**src/rtl/cam_cpi_tx.sv**
```systemverilog
// cam_cpi_tx - camera-side CPI transmitter for emulation and directed tests.
//
// This block stands in for a real camera sensor. It generates CPI frames with
// pclk, vsync, hsync and an 8-bit data bus. The frames carry a ramp, constant
// or checkerboard test pattern.
//
// Frame layout (all states are whole line periods of LINE_BYTES+H_BLANK pclk):
//   VSYNC (VS_LINES) -> VBP (VBP_LINES) -> ACTIVE (LINES) -> VFP (VFP_LINES)
// A state whose line count is 0 is skipped.
//
// Handshake: start_i is a one-cycle strobe accepted only in IDLE (busy_o=0).
// stop_i is a one-cycle strobe honoured only while busy. The frame in flight
// always completes before the block returns to IDLE.
//
// Ports:
//   clk_i, rst_i     system clock, asynchronous active-high reset
//   start_i          start strobe (ignored while busy_o=1)
//   stop_i           finish the current frame, then go idle
//   frame_num_i      frames per start, 0 = continuous (sampled on start)
//   pattern_i        0=ramp, 1=constant, 2=checker, 3=constant (sampled on start)
//   const_i          constant-pattern byte (sampled on start)
//   cam_pclk_o       pixel clock (low half first in every period)
//   cam_vsync_o      frame sync, active-high
//   cam_hsync_o      line valid, active-high
//   cam_data_o       pixel byte
//   busy_o           high while a frame sequence is running
//   frame_done_o     one-cycle pulse on the last clk of each frame
//   frame_cnt_o      frames completed since the last start (wraps)
module cam_cpi_tx #(
    parameter int PCLK_HALF  = 2,
    parameter int LINE_BYTES = 640,
    parameter int LINES      = 240,
    parameter int H_BLANK    = 16,
    parameter int VS_LINES   = 2,
    parameter int VBP_LINES  = 4,
    parameter int VFP_LINES  = 4
) (
    input  logic       clk_i,
    input  logic       rst_i,
    input  logic       start_i,
    input  logic       stop_i,
    input  logic [7:0] frame_num_i,
    input  logic [1:0] pattern_i,
    input  logic [7:0] const_i,
    output logic       cam_pclk_o,
    output logic       cam_vsync_o,
    output logic       cam_hsync_o,
    output logic [7:0] cam_data_o,
    output logic       busy_o,
    output logic       frame_done_o,
    output logic [7:0] frame_cnt_o
);

    typedef enum logic [2:0] {
        S_IDLE,
        S_VSYNC,
        S_VBP,
        S_ACTIVE,
        S_VFP
    } state_t;

    localparam int PERIOD_CLKS  = 2 * PCLK_HALF;
    localparam int LINE_PERIODS = LINE_BYTES + H_BLANK;
    localparam int PW           = $clog2(PERIOD_CLKS + 1);
    localparam int BW           = $clog2(LINE_PERIODS + 1);

    localparam logic [PW-1:0] PHASE_LAST = PW'(PERIOD_CLKS - 1);
    localparam logic [PW-1:0] PHASE_HIGH = PW'(PCLK_HALF);
    localparam logic [BW-1:0] BYTE_LAST  = BW'(LINE_PERIODS - 1);
    localparam logic [BW-1:0] BYTE_ACT   = BW'(LINE_BYTES);

    state_t        state, state_next;
    logic [PW-1:0] phase;
    logic [BW-1:0] byte_cnt;
    logic [15:0]   line_cnt;
    logic [7:0]    frame_cnt;
    logic [7:0]    frame_num_q;
    logic [1:0]    pattern_q;
    logic [7:0]    const_q;
    logic          stop_flag;

    logic          period_end;
    logic          line_end;
    logic          state_end;
    logic          frame_done;
    logic          count_hit;
    logic          stop_req;
    logic [15:0]   b16;
    logic [7:0]    pix;

    // Next frame-layout state after s, skipping states with zero lines.
    // S_IDLE as the result means "no more states in this frame"; as the
    // argument it asks for the first state of a frame. Later tests
    // override earlier ones, so the nearest non-empty state wins.
    function automatic state_t after_state(input state_t s);
        state_t r;
        r = S_IDLE;
        if ((s == S_IDLE || s == S_VSYNC || s == S_VBP || s == S_ACTIVE) && VFP_LINES > 0)
            r = S_VFP;
        if ((s == S_IDLE || s == S_VSYNC || s == S_VBP) && LINES > 0)
            r = S_ACTIVE;
        if ((s == S_IDLE || s == S_VSYNC) && VBP_LINES > 0)
            r = S_VBP;
        if (s == S_IDLE && VS_LINES > 0)
            r = S_VSYNC;
        return r;
    endfunction

    function automatic logic [15:0] last_line(input state_t s);
        logic [15:0] r;
        case (s)
            S_VSYNC:  r = 16'(VS_LINES - 1);
            S_VBP:    r = 16'(VBP_LINES - 1);
            S_ACTIVE: r = 16'(LINES - 1);
            S_VFP:    r = 16'(VFP_LINES - 1);
            default:  r = 16'd0;
        endcase
        return r;
    endfunction

    // A stop strobe in the frame's final cycle still counts for this frame.
    assign stop_req  = stop_flag | stop_i;
    assign count_hit = (frame_num_q != 8'd0) && ((frame_cnt + 8'd1) == frame_num_q);

    always_comb begin
        state_next = state;
        frame_done = 1'b0;
        period_end = (phase == PHASE_LAST);
        line_end   = period_end && (byte_cnt == BYTE_LAST);
        state_end  = line_end && (line_cnt == last_line(state));
        case (state)
            S_IDLE: begin
                if (start_i)
                    state_next = after_state(S_IDLE);
            end
            default: begin
                if (state_end) begin
                    if (after_state(state) == S_IDLE) begin
                        frame_done = 1'b1;
                        state_next = (stop_req || count_hit) ? S_IDLE : after_state(S_IDLE);
                    end else begin
                        state_next = after_state(state);
                    end
                end
            end
        endcase
    end

    always_ff @(posedge clk_i or posedge rst_i) begin
        if (rst_i) begin
            state       <= S_IDLE;
            phase       <= '0;
            byte_cnt    <= '0;
            line_cnt    <= '0;
            frame_cnt   <= '0;
            frame_num_q <= '0;
            pattern_q   <= '0;
            const_q     <= '0;
            stop_flag   <= 1'b0;
        end else begin
            state <= state_next;
            if (state == S_IDLE) begin
                phase    <= '0;
                byte_cnt <= '0;
                line_cnt <= '0;
                if (start_i) begin
                    frame_num_q <= frame_num_i;
                    pattern_q   <= pattern_i;
                    const_q     <= const_i;
                    frame_cnt   <= '0;
                    // A stop in the same cycle as start is dropped.
                    stop_flag   <= 1'b0;
                end
            end else begin
                if (stop_i)
                    stop_flag <= 1'b1;
                if (frame_done)
                    frame_cnt <= frame_cnt + 8'd1;
                phase <= period_end ? '0 : phase + PW'(1);
                if (period_end)
                    byte_cnt <= line_end ? '0 : byte_cnt + BW'(1);
                if (line_end)
                    line_cnt <= state_end ? 16'd0 : line_cnt + 16'd1;
            end
        end
    end

    // Byte/line/frame counters only move at period boundaries. As a result
    // every output below changes on the cycle pclk goes low.
    assign b16 = 16'(byte_cnt);

    always_comb begin
        pix = const_q;
        case (pattern_q)
            2'd0:    pix = b16[7:0] + line_cnt[7:0] + frame_cnt;
            2'd2:    pix = (b16[3] ^ line_cnt[3]) ? 8'hFF : 8'h00;
            default: pix = const_q;
        endcase
    end

    assign busy_o       = (state != S_IDLE);
    assign cam_pclk_o   = busy_o && (phase >= PHASE_HIGH);
    assign cam_vsync_o  = (state == S_VSYNC);
    assign cam_hsync_o  = (state == S_ACTIVE) && (byte_cnt < BYTE_ACT);
    assign cam_data_o   = cam_hsync_o ? pix : 8'h00;
    assign frame_done_o = frame_done;
    assign frame_cnt_o  = frame_cnt;

endmodule

```
**config.mk**
```make
export PLATFORM = sky130hd
export DESIGN_NAME = cam_cpi_tx
export DESIGN_NICKNAME = d
export VERILOG_FILES = /design/src/rtl/cam_cpi_tx.sv
export SDC_FILE = /design/constraint.sdc
export NUM_CORES = 1
export LEC_CHECK = 0
export CORE_MARGIN = 10
export CORE_UTILIZATION = 56
export DETAILED_ROUTE_END_ITERATION = 7
export HOLD_SLACK_MARGIN = 0.05
export PLACE_DENSITY = 0.77
export SLEW_MARGIN = 20
export SYNTH_ARGS = -nofsm -noshare
export SYNTH_HDL_FRONTEND = slang
export SYNTH_SLANG_ARGS = --single-unit
```
**constraint.sdc**
```tcl
create_clock -name clk_i -period 3.3 [get_ports clk_i]
set_input_delay 0.33 -clock clk_i [delete_from_list [all_inputs] [get_ports clk_i]]
set_output_delay 0.33 -clock clk_i [all_outputs]
set_load 0.005 [all_outputs]
```
# --- Word-level counts from Yosys, hierarchy flattened ---
# Cells that the tools add are included.
totals:
  regBits: 59
  output_inout_bits: 21
  elab_cells: 84
op_classes:
  n_bitwise: 2
  n_reduce_logical: 24
  add_sub_neg: 6
  muxes: 31
  n_lt_le_gt_ge: 2
  n_eq_ne: 10
ops:
  columns: ["cell", "count"]
  rows:
  - ["16-bit two-way mux", 3]
  - ["8-bit two-way mux", 5]
  - ["3-bit two-way mux", 11]
  - ["10-bit two-way mux", 3]
  - ["8-bit case mux with 3 select lines", 1]
  - ["16-bit by 1-bit adder with 16-bit output, second input constant", 1]
  - ["8-bit adder", 2]
  - ["16-bit equality test", 1]
  - ["8-bit case mux with 2 select lines", 1]
  - ["10-bit by 1-bit adder with 10-bit output, second input constant", 1]
  - ["10-bit equality test, second input constant", 1]
  - ["10-bit < comparator, second input constant", 1]
  - ["2-bit nonzero test", 5]
  - ["3-bit by 2-bit equality test with 1-bit output, second input constant", 3]
  - ["8-bit by 1-bit adder with 8-bit output, second input constant", 1]
  - ["8-bit equality test", 1]
  - ["2-bit AND reduction", 4]
  - ["8-bit nonzero test", 1]
  - ["1-bit two-way mux", 7]
  - ["3-bit logical NOT", 2]
  - ["1-bit logical AND", 5]
  - ["1-bit logical OR", 4]
  - ["3-bit by 1-bit adder with 3-bit output, second input constant", 1]
  - ["3-bit by 1-bit equality test with 1-bit output, second input constant", 1]
  - ["other kinds (9)", 9]

# --- Depth between registers and ports, before layout ---
# Gate-level depths: netlist (run 1).
depth:
  depth_word: 15
  ltp_mapped: 10
  ltp_nobuf: 10

# --- Worst setup path before layout (run 1) ---
# OpenSTA, ideal clock, no wires.
synth_path:
  path_type: "reg2out"
  from: "register frame_cnt[1] (netlist: frame_cnt_o[1])"
  to: "output port cam_data_o[7]"
  stages_incl_launch_ff: 10
  n_path_buf: 0
  t_arrival_ns: 2.582
  setup_slack_ns: 0.388
  path_cell_list: "dfrtp_1 -> fa_1 -> ha_1 -> inv_1 -> fa_1 -> nand2b_1 -> a21oi_1 -> o21ai_0 -> a2111o_1 -> a31oi_1"
synth_via:
  elab_chain_cells: 3
synth_lines:
  columns: ["element", "line_no", "text"]
  rows:
  - ["from (decl)", "76", "logic [7:0] frame_cnt;"]
  - ["from (signal assigned)", "178", "frame_cnt <= frame_cnt + 8'd1;"]
  - ["8-bit adder", "195", "2'd0: pix = b16[7:0] + line_cnt[7:0] + frame_cnt;"]
  - ["8-bit case mux with 2 select lines", "194", "case (pattern_q)"]
  - ["8-bit two-way mux", "205", "assign cam_data_o = cam_hsync_o ? pix : 8'h00;"]
  - ["to (decl)", "48", "output logic [7:0] cam_data_o,"]
# No other way between the ends.

# --- Worst setup path after layout (run 1) ---
layout_path:
  from: "register line_cnt[1]"
  to: "output port cam_data_o[7]"
layout_via:
  elab_chain_cells: 4
layout_lines:
  columns: ["element", "line_no", "text"]
  rows:
  - ["from (decl)", "75", "logic [15:0] line_cnt;"]
  - ["from (signal assigned)", "183", "line_cnt <= state_end ? 16'd0 : line_cnt + 16'd1;"]
  - ["8-bit adder (2 in series)", "195", null]
  - ["8-bit case mux with 2 select lines", "194", null]
  - ["8-bit two-way mux", "205", null]
# No other way between the ends.

==> run metrics, run 1 <==
fin cells=529; Mapped Cells=378; async set-or-reset flop fraction in the synthesized netlist=100%; power per cell area=329 nW/um2; Worst Reg-to-Reg Cells=8; clk sinks=59; cell total after placement=511; CP bufs+invs=2; r2r setup slk=540 ps; CTS tree=yes; final wirelength=9.13 mm; cts hold-fix bufs=0; area grow syn2layout=27.0%; required time worst endpoint=2970 ps; P_leak=2.10 nW; post-DP HPWL=6.86 mm; Worst VDD drop=0.000393 V; Die ar.=10100 um2; total grt overflow=0; Cell Chain, Critical Path=fa_1 > ha_2 > inv_1 > fa_2 > nand2b_4 > a21oi_4 > o21ai_2 > a2111o_1 > a31oi_1 > buf_2; Total Routing Usage GR=18.5%; crit path max fanout=2; status=finished, final reports clean; Max-cap violations=0; DRT iter0 DRCs=237; final number of hold-violating endpoints=0; clock latency on the worst-skew pair=340 ps; vias post-DR=3178; TritonCTS Buffers=9; Post-synth EDFFs=0; reg-to-reg startpoint=byte_cnt[0]; vias in the first global route=3093; Critical Path AT=2870 ps; Worst Setup SP=line_cnt[1]; WL/cell=17.3 um; Top FF cell, synth=dfrtp_1; Mean Syn Cell Area=9.64 um2; RD Place Congestion=0.908; final net count=487; crit path kind=reg2out; fin util=72.9%; Core Box Area=6350 um2; worst reg2reg endpoint=line_cnt[15]; Slew Viols, Final=0; share of the yosys chip area belonging to registers=40.5%; mapped cell area=3640 um2; yosys warns=0; Hold Path Class=in2async; Worst Setup Start Kind=register; Root Buffer Master=clkbuf_8; row cnt=29; fraction of layout cells with a size suffix above 1=19.9%; CP max stage delay=540 ps; CTS H-tree depth=3; Longest Clk Path Bufs=2; first-pass GRT wire length=15.3 mm; Final Cycle Share=97.1%; die width=101 um; Routed Antenna Nets=0; Setup Viol. Count Final=0; die height=101 um; post-synth net total=418; CTS clk-pin slew, worst paths=70 ps; Worst path depth=10; Initial Util=57.4%; initial antenna violation count=0; vias per cell=6.01; CP endpoint=cam_data_o[7]; cell family with most CP delay=adder cells; FF+latch count, synth=59; # IOs=43; pin count of the biggest net entering global routing=28; drt drc=0; Slew @ Worst Pin=818 ps; slowest stage cell on the critical path=fa_1; synth unique cells=55; Antenna diodes=0; Slew Limit Headroom=45.1%; # port buffers=42; FMAX=0.312 GHz; first drt pass iteration count=5; Clock Skews=11.1 ps; CP endpoint kind=output port; crit path time final=3200 ps
## routing by layer
metal	wire length (um)	global-route usage (%)
met5	0	0
met4	180	7.50
met3	544	3.36
met2	4610	30.1
met1	3790	23.6
## layout make-up
type	count	area, um2
clock inverters	4	72.6
well taps	77	96.3
fillers	477	1720
inverters	17	63.8
flip-flops and latches	59	1480
multi-input cells	288	2120
clock buffers	12	155
repair buffers	72	637
## layout by cell type, fill, tap and decap left out, types with 6 or more instances in the layout
master,count
clkdlybuf4s50_1,38
nand2_1,28
nand4_1,6
nor3_1,9
xor2_1,14
o21ai_0,18
ha_1,8
dfrtp_1,58
a31oi_1,7
nor2_1,31
xnor2_1,15
and3_1,6
nor4_1,7
inv_1,15
clkbuf_8,11
fa_1,7
a21oi_1,20
nand3_1,20
buf_4,30
mux2_2,20
## through the flow
stage / power [mW] / area [um2] / setup TNS (ps) / setup WS [ps] / hold slack, ps
finish: 1.52 / 4630 / 0 / 96.7 / 276
global route: 1.57 / 4630 / -22.6 / -17.3 / 310
CTS: 1.53 / 4550 / 0 / 5.16 / 286
detailed placement: 0.779 / 4310 / -162 / -157 / 446
global placement: 0.779 / 4310 / -69.7 / -69.7 / 423
floorplan: 0.748 / 3640 / 0 / 388 / 410
## worst reg2reg max path: stages, from the launching register on
cell and delay (ps):
dfrtp_1 410, buf_4 170, ha_1 230, and4_1 290, nand3_2 190, a2111oi_4 550, a211o_1 410, o21ai_1 120
mux2_2 280
## worst min path at each step
stage	to	slack, ps	depth (start not counted)
after detailed placement	phase[0]	450	1
after global routing	const_q[0]	310	2
final	const_q[6]	280	2
after CTS	const_q[6]	290	2
after global placement	phase[0]	420	1
after floorplan	phase[0]	410	1
## flip-flops by register name, summed over array words and instances, names as in the netlist
register     count
pattern_q        2
state            3
phase            3
stop_flag        1
frame_num_q      8
line_cnt        16
frame_cnt_o      8
const_q          8
byte_cnt        10
## cells in the mapped netlist (all sizes together), types with 3 or more instances
cell	count	area share, %
dfrtp	59	41
nor2	31	3.2
nand2	28	2.9
a21oi	22	3.0
mux2	22	6.8
nand3	22	3.2
o21ai	22	3.0
inv	17	1.8
xnor2	15	3.6
xor2	14	3.4
nor3	11	1.8
ha	10	3.4
clkbuf	9	0.93
fa	8	4.4
nor4	8	1.4
a31oi	7	1.2
a211oi	6	1.2
and3	6	1.0
nand4	6	1.0
a21o	5	1.0
buf	5	0.82
nand2b	5	0.86
nor3b	4	0.96
or3	4	0.69
and4	3	0.72
mux2i	3	0.82
## kinds of logic after synthesis
| group | count (synthesis) | share of synthesized area (%) |
|---|---|---|
| DFF | 59 | 40.5 |
| xor gates and xnor gates | 29 | 6.97 |
| adders and majority gates | 18 | 7.83 |
| AOI/OAI and AO/OA | 80 | 14.2 |
| and+or+nand+nor | 136 | 19.3 |
| buffers and inverters | 31 | 3.50 |
| muxes | 25 | 7.62 |
## where the power goes
| group | switching [mW] | internal, mW |
|---|---|---|
| combinational | 0.0177 | 0.0235 |
| clock | 0.294 | 0.466 |
| sequential | 0.0000000000000000262 | 0.723 |
| total | 0.311 | 1.21 |
## what timing repair did
| action | in CTS | in global routing |
|---|---|---|
| resized for setup | 14 | 14 |
| pin swaps | 3 | 9 |
| endpoints found under the setup margin | 5 | 5 |
| gates cloned | 0 | 0 |
| buffers inserted | 0 | 2 |
Note: power is estimated with default switching activity, not from simulation.
==> inputs of run 2 (changes only) <==
Settings changed: SLEW_MARGIN 20 to default.
==> results of run 2 <==
Same layout as run 1: the final DEF is identical, and so are final timing and power.
==> inputs of run 3 (changes only) <==
Settings changed: CORE_UTILIZATION 56 to 46, PLACE_DENSITY 0.77 to 0.65.
Clock period 3.3 ns to 4 ns, I/O delays scaled along.
==> run 3 against run 2 <==
  * Wire length is 5.0% lower
  * Combinational power shrank 19%
  * Final cell count down 0.57%
  * Sequential cell count unchanged
  * Via count fell by 6.4%
  * Clock skew hardly changed
  * Clock power decreased by 26%
  * Sequential share of layout area rose by 2.0 points
  * Register-to-register slack better by 570 ps
  * Utilization fell by 16 points
  * First-iteration DRC count is 38% lower
  * Largest cell class unchanged
==> run metrics, run 3 (synthesized netlist as in run 1, its figures left out) <==
status=finished, final reports clean (unchanged); post-route cell area=4360 um2 (was 4630 um2); Regs by FF count=line_cnt (16), byte_cnt (10) (unchanged); Sw Ratio=21.7% (was 20.4%); P_leak=1.92 nW (was 2.10 nW); Antenna diodes=0 (unchanged); Clock power frac=47.1% (was 49.8%); Total Neg Setup Slack=0 ps (unchanged); row cnt=32 (was 29); RD Place Congestion=0.867 (was 0.908); Worst VDD drop=0.000212 V (was 0.000393 V); PnR worst setup slack=266 ps (was 96.7 ps); Hold Path Class=reg2reg (was in2async); FMAX=0.268 GHz; worst hold-check slack=438 ps (was 276 ps); Worst Setup Start Kind=register (unchanged); crit path time final=3730 ps; CTS H-tree depth=3 (unchanged); Int Pwr=932 uW (was 1.21 mW); postcts setup bufs=0 (unchanged); clk sinks=59 (unchanged); RSZ-0062 raised after global routing=false; commonest non-fill, non-tap cell in the layout=dfrtp_1 (unchanged); crit path kind=reg2out (unchanged); fin util=56.4% (was 72.9%); final net count=460 (was 487); fraction of layout cells with a size suffix above 1=11.8% (was 19.9%); Slew Viols, Final=0 (unchanged); area grow syn2layout=19.7% (was 27.0%); WL/cell=16.5 um (was 17.3 um); TritonCTS Buffers=9 (unchanged); DRT iter0 DRCs=148 (was 237); CTS clk-pin slew, worst paths=70 ps (about the same); Overall Power=1.19 mW (was 1.52 mW); required time worst endpoint=3600 ps (was 2970 ps); Critical Path AT=3330 ps (was 2870 ps); Root Buffer Master=clkbuf_8 (unchanged); placed inst area=4150 um2 (was 4310 um2); power per cell area=273 nW/um2 (was 329 nW/um2); first-pass GRT wire length=14.7 mm (was 15.3 mm); Max-cap violations=0 (unchanged); CP endpoint kind=output port (unchanged); die width=109 um (was 101 um); final wirelength=8.68 mm (was 9.13 mm); commonest cells after routing, fill and taps aside=57 x dfrtp_1, 41 x clkdlybuf4s50_1, 31 x nor2_1 (was 58 x dfrtp_1, 38 x clkdlybuf4s50_1, 31 x nor2_1); Die ar.=11900 um2 (was 10100 um2); register share of total power=50.1% (was 47.5%); post-DP HPWL=6.54 mm (was 6.86 mm); Setup Viol. Count Final=0 (unchanged); drt drc=0 (unchanged); initial antenna violation count=0 (unchanged); final number of hold-violating endpoints=0 (unchanged); fin cells=526 (was 529); Largest Register=line_cnt (unchanged); Initial Util=47.2% (was 57.4%); pin count of the biggest net entering global routing=41 (was 28); vias per cell=5.65 (was 6.01); CTS tree=yes (unchanged); Total Routing Usage GR=15.5% (was 18.5%); Comb power frac=2.8% (was 2.7%); Psw=259 uW (was 311 uW); Slew @ Worst Pin=1030 ps (was 818 ps); Routed Antenna Nets=0 (unchanged); Largest register FFs=16 (unchanged); crit path max fanout=6 (was 2); dpl ws=372 ps (was -157 ps); Core Box Area=7730 um2 (was 6350 um2); vias in the first global route=2958 (was 3093); cell total after placement=511 (unchanged); Slew Limit Headroom=31.1% (was 45.1%); first drt pass iteration count=4 (was 5); vias post-DR=2974 (was 3178); Clock Skews=10.8 ps (was 11.1 ps); die height=109 um (was 101 um); clock latency on the worst-skew pair=350 ps (was 340 ps); Final Cycle Share=93.3%; total grt overflow=0 (unchanged); # IOs=43 (unchanged); Longest Clk Path Bufs=2 (unchanged); # port buffers=42 (unchanged)
==> run 3: per-layer routing <==
metal	vias up	part of all wire (%)	global-route usage (%)	wire (um)
met5	-	0	0	0
met4	0	0.63	3.86	55
met3	5	4.7	4.37	410
met2	54	49	25.4	4270
met1	1472	45	19.7	3940
li1	1443	-	-	-
==> run 3: what timing repair did <==
item / CTS / global route
gates resized for setup: 1 / 3
hold buffers: 0 / 0
gates cloned: 0 / 0
setup endpoints to repair: 1 / 1
==> run 3: area by class of cell <==
type / instances / area [um2]
Tap cell: 102 / 128
Multi-Input combinational cell: 288 / 2040
Clock buffer: 11 / 151
Inverter: 17 / 63.8
Clock inverter: 4 / 50.0
Timing Repair Buffer: 45 / 445
Sequential cell: 59 / 1480
Fill cell: 678 / 3370
==> run 3: power by group through the flow <==
| stage | sequential [mW] | combinational (mW) | clock, mW |
|---|---|---|---|
| detailed placement | 0.608 | 0.0351 | 0 |
| CTS | 0.596 | 0.0351 | 0.575 |
| global route | 0.596 | 0.0376 | 0.601 |
| floorplan | 0.608 | 0.00929 | 0 |
| finish | 0.596 | 0.0335 | 0.561 |
| global placement | 0.608 | 0.0344 | 0 |
==> run 3: critical path: stages, from the launching register on <==
cell	delay, ps
dfrtp_2	450
fa_1	550
ha_1	190
inv_1	60
fa_1	380
nand2b_1	200
nand2b_1	90
a211oi_1	70
nor4_1	240
a21oi_1	60
a21oi_1	160
clkdlybuf4s50_1	530
==> run 3: worst paths after layout <==
path / start / endpoint / slack [ps] / cells past startpoint
max: frame_cnt_o[1] / cam_data_o[5] / 270 / 11
min: phase[0] / phase[0] / 440 / 1
max reg2reg: phase[1] / state[1] / 1110 / 7
min reg2reg: phase[0] / phase[0] / 440 / 1
max in group asynchronous: rst_i / frame_cnt_o[1] / 2640 / 3
min in group asynchronous: rst_i / const_q[6] / 540 / 2
